--- config.mk ---
export PLATFORM = sky130hd
export DESIGN_NAME = byte_assembler_flat
export DESIGN_NICKNAME = d
export VERILOG_FILES = /design/src/rtl/byte_assembler_pkg.sv /design/src/rtl/byte_assembler_if.sv /design/src/rtl/byte_assembler_gap_timer.sv /design/src/rtl/byte_assembler.sv /design/src/flat_wrapper.sv
export SDC_FILE = /design/constraint.sdc
export NUM_CORES = 1
export LEC_CHECK = 0
export BUFFER_PORTS_ARGS = -buffer_cell sky130_fd_sc_hd__buf_2
export CORE_MARGIN = 4
export CORE_UTILIZATION = 35
export DETAILED_ROUTE_END_ITERATION = 7
export GPL_TIMING_DRIVEN = 1
export MAX_ROUTING_LAYER = met4
export PLACE_DENSITY = 0.58
export SLEW_MARGIN = 20
export SYNTH_ARGS = -nofsm -noshare
export SYNTH_HDL_FRONTEND = slang
export SYNTH_SLANG_ARGS = --single-unit
--- constraint.sdc ---
create_clock -name clk -period 1.6 [get_ports clk]
set_input_delay 0.24 -clock clk [delete_from_list [all_inputs] [get_ports clk]]
set_output_delay 0.24 -clock clk [all_outputs]
set_load 0.005 [all_outputs]
--- src/rtl/byte_assembler_pkg.sv ---
// byte_assembler_pkg
// Shared definitions for the serial byte assembler:
//   - default payload width and inter-bit timeout
//   - FSM state encoding used by byte_assembler
package byte_assembler_pkg;

    localparam int DEFAULT_DATA_W  = 8;
    localparam int DEFAULT_TIMEOUT = 16;

    typedef enum logic [1:0] {
        ST_IDLE   = 2'd0,
        ST_SHIFT  = 2'd1,
        ST_PARITY = 2'd2,
        ST_DONE   = 2'd3
    } state_t;

endpackage

--- src/rtl/byte_assembler_if.sv ---
// byte_assembler_if
// Bundles the serial input side and the downstream-register output side of
// the byte assembler.
//   frame_start : one-cycle pulse opening (or restarting) a frame
//   sdi         : serial data bit, meaningful only with sdi_valid
//   sdi_valid   : qualifies sdi
//   data        : last good assembled byte (downstream register data input)
//   en          : one-cycle load strobe for the downstream register
//   err         : one-cycle pulse on parity error or timeout
//   busy        : high while a frame is in progress
// Modports: master drives the serial side, slave is the assembler.
interface byte_assembler_if
    import byte_assembler_pkg::*;
#(
    parameter int DATA_W = DEFAULT_DATA_W
);
    logic              frame_start;
    logic              sdi;
    logic              sdi_valid;
    logic [DATA_W-1:0] data;
    logic              en;
    logic              err;
    logic              busy;

    modport master (
        output frame_start, sdi, sdi_valid,
        input  data, en, err, busy
    );

    modport slave (
        input  frame_start, sdi, sdi_valid,
        output data, en, err, busy
    );
endinterface

--- src/rtl/byte_assembler_gap_timer.sv ---
// gap_timer
// Counts consecutive idle cycles inside a frame.
//   clk, rst : clock and synchronous active-high reset
//   clear    : restart the count from zero
//   tick     : one idle cycle elapsed
//   expired  : combinational, high on the tick that brings the count to TIMEOUT
// The count wraps to zero on expiry so the next frame starts clean.
module gap_timer
    import byte_assembler_pkg::*;
#(
    parameter int TIMEOUT = DEFAULT_TIMEOUT
) (
    input  logic clk,
    input  logic rst,
    input  logic clear,
    input  logic tick,
    output logic expired
);
    localparam int CNT_W = $clog2(TIMEOUT + 1);
    localparam logic [CNT_W-1:0] LAST_CNT = CNT_W'(TIMEOUT - 1);

    logic [CNT_W-1:0] r_count;

    // Expiry is flagged on the edge that would make the count equal TIMEOUT,
    // letting the FSM react on that same edge.
    assign expired = tick && (r_count == LAST_CNT);

    always_ff @(posedge clk) begin
        if (rst || clear || expired) begin
            r_count <= '0;
        end else if (tick) begin
            r_count <= r_count + 1'b1;
        end
    end
endmodule

--- src/rtl/byte_assembler.sv ---
// byte_assembler
// Assembles DATA_W serial bits (MSB first) followed by an even-parity bit
// into a byte for a downstream register.
//   clk, rst : clock and synchronous active-high reset
//   bus      : byte_assembler_if slave (frame_start/sdi/sdi_valid in,
//              data/en/err/busy out)
// A good frame updates data and pulses en in the DONE cycle; a bad parity or
// an inter-bit gap of TIMEOUT cycles pulses err and discards the frame.
module byte_assembler
    import byte_assembler_pkg::*;
#(
    parameter int DATA_W  = DEFAULT_DATA_W,
    parameter int TIMEOUT = DEFAULT_TIMEOUT
) (
    input  logic              clk,
    input  logic              rst,
    byte_assembler_if.slave   bus
);
    localparam int CNT_W = $clog2(DATA_W + 1);
    localparam logic [CNT_W-1:0] LAST_BIT = CNT_W'(DATA_W - 1);

    state_t            r_state;
    logic [DATA_W-1:0] r_shift;
    logic [DATA_W-1:0] r_data;
    logic [CNT_W-1:0]  r_bit_cnt;
    logic              r_en;
    logic              r_err;

    logic w_in_frame;
    logic w_tick;
    logic w_clear;
    logic w_expired;
    logic w_parity_ok;

    // frame_start wins over sdi_valid, so a restart cycle is neither a bit
    // nor an idle cycle for the gap timer.
    assign w_in_frame  = (r_state == ST_SHIFT) || (r_state == ST_PARITY);
    assign w_tick      = w_in_frame && !bus.frame_start && !bus.sdi_valid;
    assign w_clear     = !w_in_frame || bus.frame_start || bus.sdi_valid;
    assign w_parity_ok = ~^{r_shift, bus.sdi};

    gap_timer #(
        .TIMEOUT (TIMEOUT)
    ) u_gap_timer (
        .clk     (clk),
        .rst     (rst),
        .clear   (w_clear),
        .tick    (w_tick),
        .expired (w_expired)
    );

    always_ff @(posedge clk) begin
        if (rst) begin
            r_state   <= ST_IDLE;
            r_shift   <= '0;
            r_data    <= '0;
            r_bit_cnt <= '0;
            r_en      <= 1'b0;
            r_err     <= 1'b0;
        end else begin
            r_en  <= 1'b0;
            r_err <= 1'b0;
            case (r_state)
                ST_IDLE: begin
                    if (bus.frame_start) begin
                        r_state   <= ST_SHIFT;
                        r_shift   <= '0;
                        r_bit_cnt <= '0;
                    end
                end
                ST_SHIFT: begin
                    if (bus.frame_start) begin
                        r_shift   <= '0;
                        r_bit_cnt <= '0;
                    end else if (bus.sdi_valid) begin
                        r_shift   <= {r_shift[DATA_W-2:0], bus.sdi};
                        r_bit_cnt <= r_bit_cnt + 1'b1;
                        if (r_bit_cnt == LAST_BIT) begin
                            r_state <= ST_PARITY;
                        end
                    end else if (w_expired) begin
                        r_err   <= 1'b1;
                        r_state <= ST_IDLE;
                    end
                end
                ST_PARITY: begin
                    if (bus.frame_start) begin
                        r_state   <= ST_SHIFT;
                        r_shift   <= '0;
                        r_bit_cnt <= '0;
                    end else if (bus.sdi_valid) begin
                        // Result is registered so en/err/data appear in DONE.
                        r_state <= ST_DONE;
                        if (w_parity_ok) begin
                            r_en   <= 1'b1;
                            r_data <= r_shift;
                        end else begin
                            r_err  <= 1'b1;
                        end
                    end else if (w_expired) begin
                        r_err   <= 1'b1;
                        r_state <= ST_IDLE;
                    end
                end
                ST_DONE: begin
                    if (bus.frame_start) begin
                        r_state   <= ST_SHIFT;
                        r_shift   <= '0;
                        r_bit_cnt <= '0;
                    end else begin
                        r_state <= ST_IDLE;
                    end
                end
                default: r_state <= ST_IDLE;
            endcase
        end
    end

    assign bus.data = r_data;
    assign bus.en   = r_en;
    assign bus.err  = r_err;
    assign bus.busy = (r_state != ST_IDLE);
endmodule

--- src/flat_wrapper.sv ---
// flat-port wrapper written by rule: the top's interface ports become plain ports
module byte_assembler_flat import byte_assembler_pkg::*;
#(
    parameter int DATA_W  = DEFAULT_DATA_W,
    parameter int TIMEOUT = DEFAULT_TIMEOUT
)
  (clk, rst, bus_frame_start, bus_sdi, bus_sdi_valid, bus_data, bus_en, bus_err, bus_busy);
  byte_assembler_if #(.DATA_W(DATA_W)) bus_i ();
  input  logic clk;
  input  logic rst;
  input wire logic [$bits(bus_i.frame_start)-1:0] bus_frame_start;
  input wire logic [$bits(bus_i.sdi)-1:0] bus_sdi;
  input wire logic [$bits(bus_i.sdi_valid)-1:0] bus_sdi_valid;
  output wire logic [$bits(bus_i.data)-1:0] bus_data;
  output wire logic [$bits(bus_i.en)-1:0] bus_en;
  output wire logic [$bits(bus_i.err)-1:0] bus_err;
  output wire logic [$bits(bus_i.busy)-1:0] bus_busy;
  assign bus_i.frame_start = bus_frame_start;
  assign bus_i.sdi = bus_sdi;
  assign bus_i.sdi_valid = bus_sdi_valid;
  assign bus_data = bus_i.data;
  assign bus_en = bus_i.en;
  assign bus_err = bus_i.err;
  assign bus_busy = bus_i.busy;
  byte_assembler #(.DATA_W(DATA_W), .TIMEOUT(TIMEOUT)) u_core (.clk(clk), .rst(rst), .bus(bus_i));
endmodule
==> results of run 1 <==
==> layer usage <==
metal,track usage,vias up
met2,0.230,18
met1,0.140,543
met4,0.0647,0
li1,-,582
met5,-,-
met3,0.0398,6
==> per-stage QoR <==
step           instance area [um2]  setup TNS, ns  total power, mW  instances  utilization
3_3_place_gp                  1620        -0.0115             1.28        225        0.432
4_1_cts                       1710              0             1.92        232        0.457
3_5_place_dp                  1620        -0.0500             1.31        225        0.432
2_1_floorplan                 1410        -0.0406             1.09        155            -
6_report                      1790              0             1.92        233        0.478
5_1_grt                       1790              0             2.06        233        0.478
==> placed cells by master (no fill, tap or decap), drive strengths merged, types with 7 or more instances in the layout <==
cell type,n
a21oi,14
buf,29
clkbuf,7
dfxtp,29
ha,8
inv,7
nand2,23
nand2b,7
nand4b,7
nor2,12
o21ai,10
xnor2,8
==> power groups by stage <==
stage,combinational [mW],sequential [mW],clock (mW)
floorplan,0.298,0.787,0
global placement,0.499,0.785,0
detailed placement,0.517,0.788,0
CTS,0.521,0.773,0.623
global route,0.622,0.784,0.659
finish,0.548,0.780,0.593
==> worst min-delay path, stage by stage <==
cell	delay, ns
buf_2	0.12
nand2_1	0.06
a21oi_1	0.06
==> cell families (layout without fill, tap and decap cells) <==
group / after synthesis / after routing
AOI/OAI and AO/OA: 28 / 28
and+or+nand+nor: 64 / 64
buffers and inverters: 13 / 43
xor gates and xnor gates: 13 / 13
DFF: 29 / 29
adders and majority gates: 8 / 8
==> registers in the layout (all words and copies together), names as in the netlist <==
name / cells
u_core.bus.data: 8
u_core.bus.en: 1
u_core.r_bit_cnt: 4
u_core.u_gap_timer.r_count: 5
u_core.r_state: 2
u_core.r_shift: 8
u_core.bus.err: 1
==> what timing repair did <==
| item | 4_1_cts | 5_1_grt |
|---|---|---|
| buffers inserted | 0 | 1 |
| pin swaps | 2 | 6 |
| setup endpoints to repair | 2 | 12 |
| hold endpoints to repair | 0 | 0 |
| resized for setup | 4 | 16 |
==> worst max path at each step <==
stage	start	to	slack, ns	depth (start not counted)
floorplan	u_core.r_shift[5]	u_core.bus.en	-0.04	6
global placement	u_core.u_gap_timer.r_count[0]	u_core.bus.err	-0.01	6
detailed placement	u_core.u_gap_timer.r_count[0]	u_core.bus.err	-0.05	6
CTS	u_core.u_gap_timer.r_count[0]	u_core.bus.err	0.03	6
global route	u_core.u_gap_timer.r_count[0]	u_core.bus.err	0.003	6
finish	u_core.u_gap_timer.r_count[0]	u_core.bus.err	0.03	6
==> layout make-up <==
type / count / area, um2 / area share
inverter: 7 / 26.3 / 0.0147
sequential: 29 / 592 / 0.331
multi-input combinational: 113 / 845 / 0.472
tap: 48 / 60.1 / 0.0336
clock buffer: 7 / 86.3 / 0.0483
timing repair buffer: 29 / 180 / 0.101
==> impl_results.md, run 1 <==
- Outcome: finished, final reports clean
- MaxCap Viol Count: 0
- Cell Rows: 22
- Endpoint class of the critical path: flop
- Post-synthesis mux area share: 0
- Die Y: about 70 um
- Met2 wire len: 1490 um
- Synth Area in Compound Gates: 0.128
- Largest net degree at the start of global routing: 22
- Root Buffer: clkbuf_8
- CTS tree: yes
- Routed WL per cell: about 13 um
- Crit-path most repeated cell: ha_4
- Kind of critical path: flop to flop
- Internal cell power: around 1.4 mW
- Vias in the first global route: ~1,200
- Switching pwr: around 570 uW
- Synth area leaders: dfxtp_1, ha_1, nand2_1, a21oi_1, xnor2_1
- Clk pwr share: 0.309
- Fillers: about 380
- Ys flop type: dfxtp_1
- Die area: 5040 um2
- First-pass GRT wire length: around 5100 um
- Tcrit/Tclk final: 0.978
- Reg2Reg Depth: 6
- Mapped Cells: 155
- Sink Count: 29
- Count leader, synth: dfxtp_1
- DP Wirelength: around 2100 um
- Setup slack after layout: ~0.035 ns
- Max Fclk: 639 MHz
- Data arrival time of the worst path: ~1.8 ns
- Normalized max-slew margin: 0.775
- Seq/Total Area, Yosys: 0.418
- Share of power burned in registers: 0.406
- Commonest cells in the netlist: dfxtp_1, nand2_1, a21oi_1
- Final setup violation count: 0
- Adder-cell share of the synthesized area: 0.0721
- Horiz. Die Dim: between 70 and 80 um
- Slowest cell on crit path: or4bb_1
- Cell Area, Synth: 1390 um2
- Synth cell types: 30
- CP top delay family: simple AND/OR/NAND/NOR gates
- Crit-path cells: ha_4 -> and3_4 -> ha_4 -> and4_4 -> or4bb_1 -> o21ai_1
- Fin Hold WS: approximately 0.25 ns
- Clk_lat worst skew: between 0.2 and 0.3 ns
- Pwr dens: 1070 nW/um2
- Worst path required time: around 1.8 ns
- Wl on met1: between 1000 and 1500 um
- Post-detailed-route count of antenna-violating nets: 0
- Final Hold Fails: 0
- Area Overhead vs Synth: 28.9%
- Fin crit period: roughly 1.6 ns
- Combinational share of power: 0.285
- Slew @ Worst Pin: roughly 0.34 ns
- Core area: around 3700 um2
- Worst reg2reg startpoint: u_core.u_gap_timer.r_count[0]
- Crit start category: flop
- Initial antenna violation count: 0
- Fraction of layout cells with a size suffix above 1: 0.373
- Post-Syn Nets: about 170
- Crit path buffers/inverters: 0
- Hold Buf Count CTS: 0
- Worst-path fanout max: 3
- CTS H-Tree Depth: 2
- Simple-Gate Fraction of Synth Area: 0.248
- Pins Over Slew Limit: 0
- Antenna fix cells: 0
- Vias: between 1,000 and 1,500
- Number of buffers created by CTS: 5
- Largest stage delay, worst path: just under 0.4 ns
- CTS Buffer Depth: 2
- Area fraction of the dominant cell type after synthesis: 0.418
- Mapped Avg Cell Area: a little under 9 um2
- Largest area contributor in the netlist: dfxtp_1
- Switching Share: 0.295
- R2r setup slk: 0.03 ns
- Hold WC Path Type: input pin to flop
- Top Metal Used: met4
- Hold path cells: 3
- Final routed DRC violation total: 0
- Pre-CTS WS: -0.0498 ns
- RSZ-0062 raised after global routing: false
- Starting Density: 0.371
- Pre-antenna DRT Iters: 4
- Post-synth EDFFs: 0
- Hold Path End: u_core.r_shift[0]
- Vias per std cell: between 4 and 5
- Final WL: 2920 um
- FF-to-FF End: u_core.bus.err
- Setup Skew: 0.00252 ns
- Peak VDD IR: 0.773 mV
- Port bufs: 15
- Clock transition at the registers of the reported paths: around 0.06 ns
- Largest family of logic cells by synthesized area: simple AND/OR/NAND/NOR gates
- Tot GR Track Use: 0.134
- Synth warnings: 0
- Synth Register Bits: 29
- XOR/XNOR share of the synthesized area: 0.0929
- Leak: 0.695 nW
- Ys async rst share: 0
- GR Overflow Total: 0
- RePlAce Congestion: approximately 0.88
- Layout Nets: about 200
- Met3 wire len: between 100 and 150 um
- Hold_sp: bus_sdi
- Drt first-iter violations: 30
- # IOs: 16
Power figures use the tool's default switching activity.
==> run 2: changes to the inputs <==
Settings changed: CELL_PAD_IN_SITES_DETAIL_PLACEMENT from default to 1, CELL_PAD_IN_SITES_GLOBAL_PLACEMENT from default to 1, PLACE_DENSITY 0.58 to 0.72.
==> run 2 against run 1 <==
  * Worst hold slack gained 0.0030 ns
  * Clock-buffer cell count unchanged
  * Clock skew increased by 0.0015 ns
  * Maximum frequency shrank 0.49%
  * Largest cell class unchanged
  * Combinational power increased by 0.9%
  * Sequential power hardly changed
  * Wire length grew 15%
  * Critical endpoint is now u_core.bus.en
==> impl_results.md, run 2 (same netlist as run 1, synthesis figures left out) <==
- Crit-path cells: xnor2_2 -> xnor2_2 -> xnor3_2 -> and2_4 -> nor2b_4
- Final routed DRC violation total: 0 (unchanged)
- Kind of critical path: flop to flop
- Antenna fix cells: 0 (unchanged)
- Vias in the first global route: 1,275 (+5.6%)
- Area Overhead vs Synth: 32.3%
- Core area: 3740 um2 (unchanged)
- Pre-antenna DRT Iters: 4 (unchanged)
- Clock transition at the registers of the reported paths: 0.06 ns (about the same)
- Endpoint class of the critical path: flop
- Final Hold Fails: 0 (unchanged)
- Die Y: 71.0 um (unchanged)
- Peak VDD IR: 0.569 mV (-26%)
- Post-layout power: 1.99 mW (+3.5%)
- Pre-CTS WS: -0.104 ns (-0.0537 ns)
- Cell Rows: 22 (unchanged)
- Horiz. Die Dim: 71.0 um (unchanged)
- Largest stage delay, worst path: 0.38 ns (about the same)
- Slowest cell on crit path: xnor3_2
- Largest net degree at the start of global routing: 22 (unchanged)
- Pins Over Slew Limit: 0 (unchanged)
- CTS Buffer Depth: 2 (unchanged)
- MaxCap Viol Count: 0 (unchanged)
- GR Overflow Total: 0 (unchanged)
- # IOs: 16 (unchanged)
- Tot GR Track Use: 0.149 (+0.0150)
- Slew @ Worst Pin: 0.334 ns (-0.00397 ns)
- Dpl cell area: 1640 um2 (+1.4%)
- DP Wirelength: 2400 um (+15%)
- Crit path buffers/inverters: 0 (unchanged)
- Root Buffer: clkbuf_8
- Crit-path most repeated cell: xnor2_2
- Max Fclk: 636 MHz (-0.49%)
- Hold WC Path Type: input pin to flop
- RSZ-0062 raised after global routing: true
- Post-detailed-route count of antenna-violating nets: 0 (unchanged)
- Worst path required time: 1.77 ns (-0.04 ns)
- Pwr dens: 1080 nW/um2 (+0.94%)
- Fraction of layout cells with a size suffix above 1: 0.379 (+0.00597)
- RePlAce Congestion: 0.848 (-3.9%)
- Setup slack after layout: 0.0269 ns (-0.00769 ns)
- Leak: 0.726 nW (+4.5%)
- Data arrival time of the worst path: 1.74 ns (-0.03 ns)
- Hold Buf Count CTS: 0 (unchanged)
- Crit start category: flop
- Sink Count: 29 (unchanged)
- Vias per std cell: 5.07 (+2.8%)
- Outcome: finished, final reports clean
- Fin Hold WS: 0.254 ns (+0.00301 ns)
- Drt first-iter violations: 53 (+77%)
- Most frequent cells in the layout: nand2_1, dfxtp_1, buf_4, buf_2, a21oi_1
- CP top delay family: XOR/XNOR gates
- Clk_lat worst skew: 0.28 ns (about the same)
- Tcrit/Tclk final: 0.983 (+0.00481)
- Number of buffers created by CTS: 5 (unchanged)
- Setup Skew: 0.00402 ns (+0.00150 ns)
- Commonest non-fill, non-tap cell in the layout: nand2_1
- First-pass GRT wire length: 5720 um (+11%)
- Final setup violation count: 0 (unchanged)
- CTS tree: yes
- Port bufs: 15 (unchanged)
- Initial antenna violation count: 0 (unchanged)
- Vias: 1,207 (+5.0%)
- Fin crit period: 1.57 ns (+0.00769 ns)
- Starting Density: 0.371 (unchanged)
- Worst-path fanout max: 8 (+5)
- Routed WL per cell: 14.1 um (+12%)
- Final design area excluding fillers: 1840 um2 (+2.6%)
- CTS H-Tree Depth: 2 (unchanged)
- Layout Nets: 202 (+2.0%)
- Die area: 5040 um2 (unchanged)
- Final WL: 3350 um (+15%)
- Normalized max-slew margin: 0.777 (+0.00264)
[run 2: changes by cell type in the layout (fill, tap and decap cells not counted), sizes merged]
cell / change
buf: +4
clkinv: +1
[run 2: area by class of cell]
class	count	area [um2]
fill	440	1910
multi-input combinational	113	845
sequential	29	589
timing repair buffer	33	214
clock buffer	7	96.3
tap	48	60.1
inverter	7	26.3
clock inverter	1	5.00
[run 2: stage by stage]
step                 util  cells   TNS, ns
floorplan               -    155   -0.0406
global placement    0.438    228  -0.00649
detailed placement  0.438    228    -0.159
CTS                 0.479    237         0
global route        0.490    238    -0.131
finish              0.490    238         0
[run 2: worst paths after layout]
| path | from | endpoint | slack [ns] | depth (start not counted) |
|---|---|---|---|---|
| max | u_core.r_shift[2] | u_core.bus.en | 0.03 | 5 |
| min reg2reg | u_core.bus.data[3] | u_core.bus.data[3] | 0.47 | 2 |
| max reg2reg | u_core.r_shift[2] | u_core.bus.en | 0.03 | 5 |
| min | bus_sdi | u_core.r_shift[0] | 0.25 | 3 |
[run 2: worst reg2reg max path: stages (launching register included)]
cell and delay (ns):
dfxtp_1 0.35, xnor2_2 0.23, xnor2_2 0.16, xnor3_2 0.38, and2_4 0.22, nor2b_4 0.13
[run 2: repair_timing]
action                                  4_1_cts  5_1_grt
buffers inserted                              1        1
gates resized for setup                      11        9
gates cloned                                  0        0
endpoints found under the setup margin       11       12
pin swaps                                     3        5
[run 2: routing by layer]
metal  global-route usage  part of all wire
met3               0.0412             0.036
met1                0.159              0.41
met5                    -                 0
met4               0.0585             0.014
met2                0.261              0.54
[run 2: power by group]
part / total (mW) / leakage [nW] / switching [mW] / internal (mW)
clock: 0.658 / 0.0542 / 0.271 / 0.388
combinational: 0.553 / 0.435 / 0.296 / 0.256
sequential: 0.778 / 0.237 / 0.0241 / 0.754
total: 1.99 / 0.726 / 0.591 / 1.40
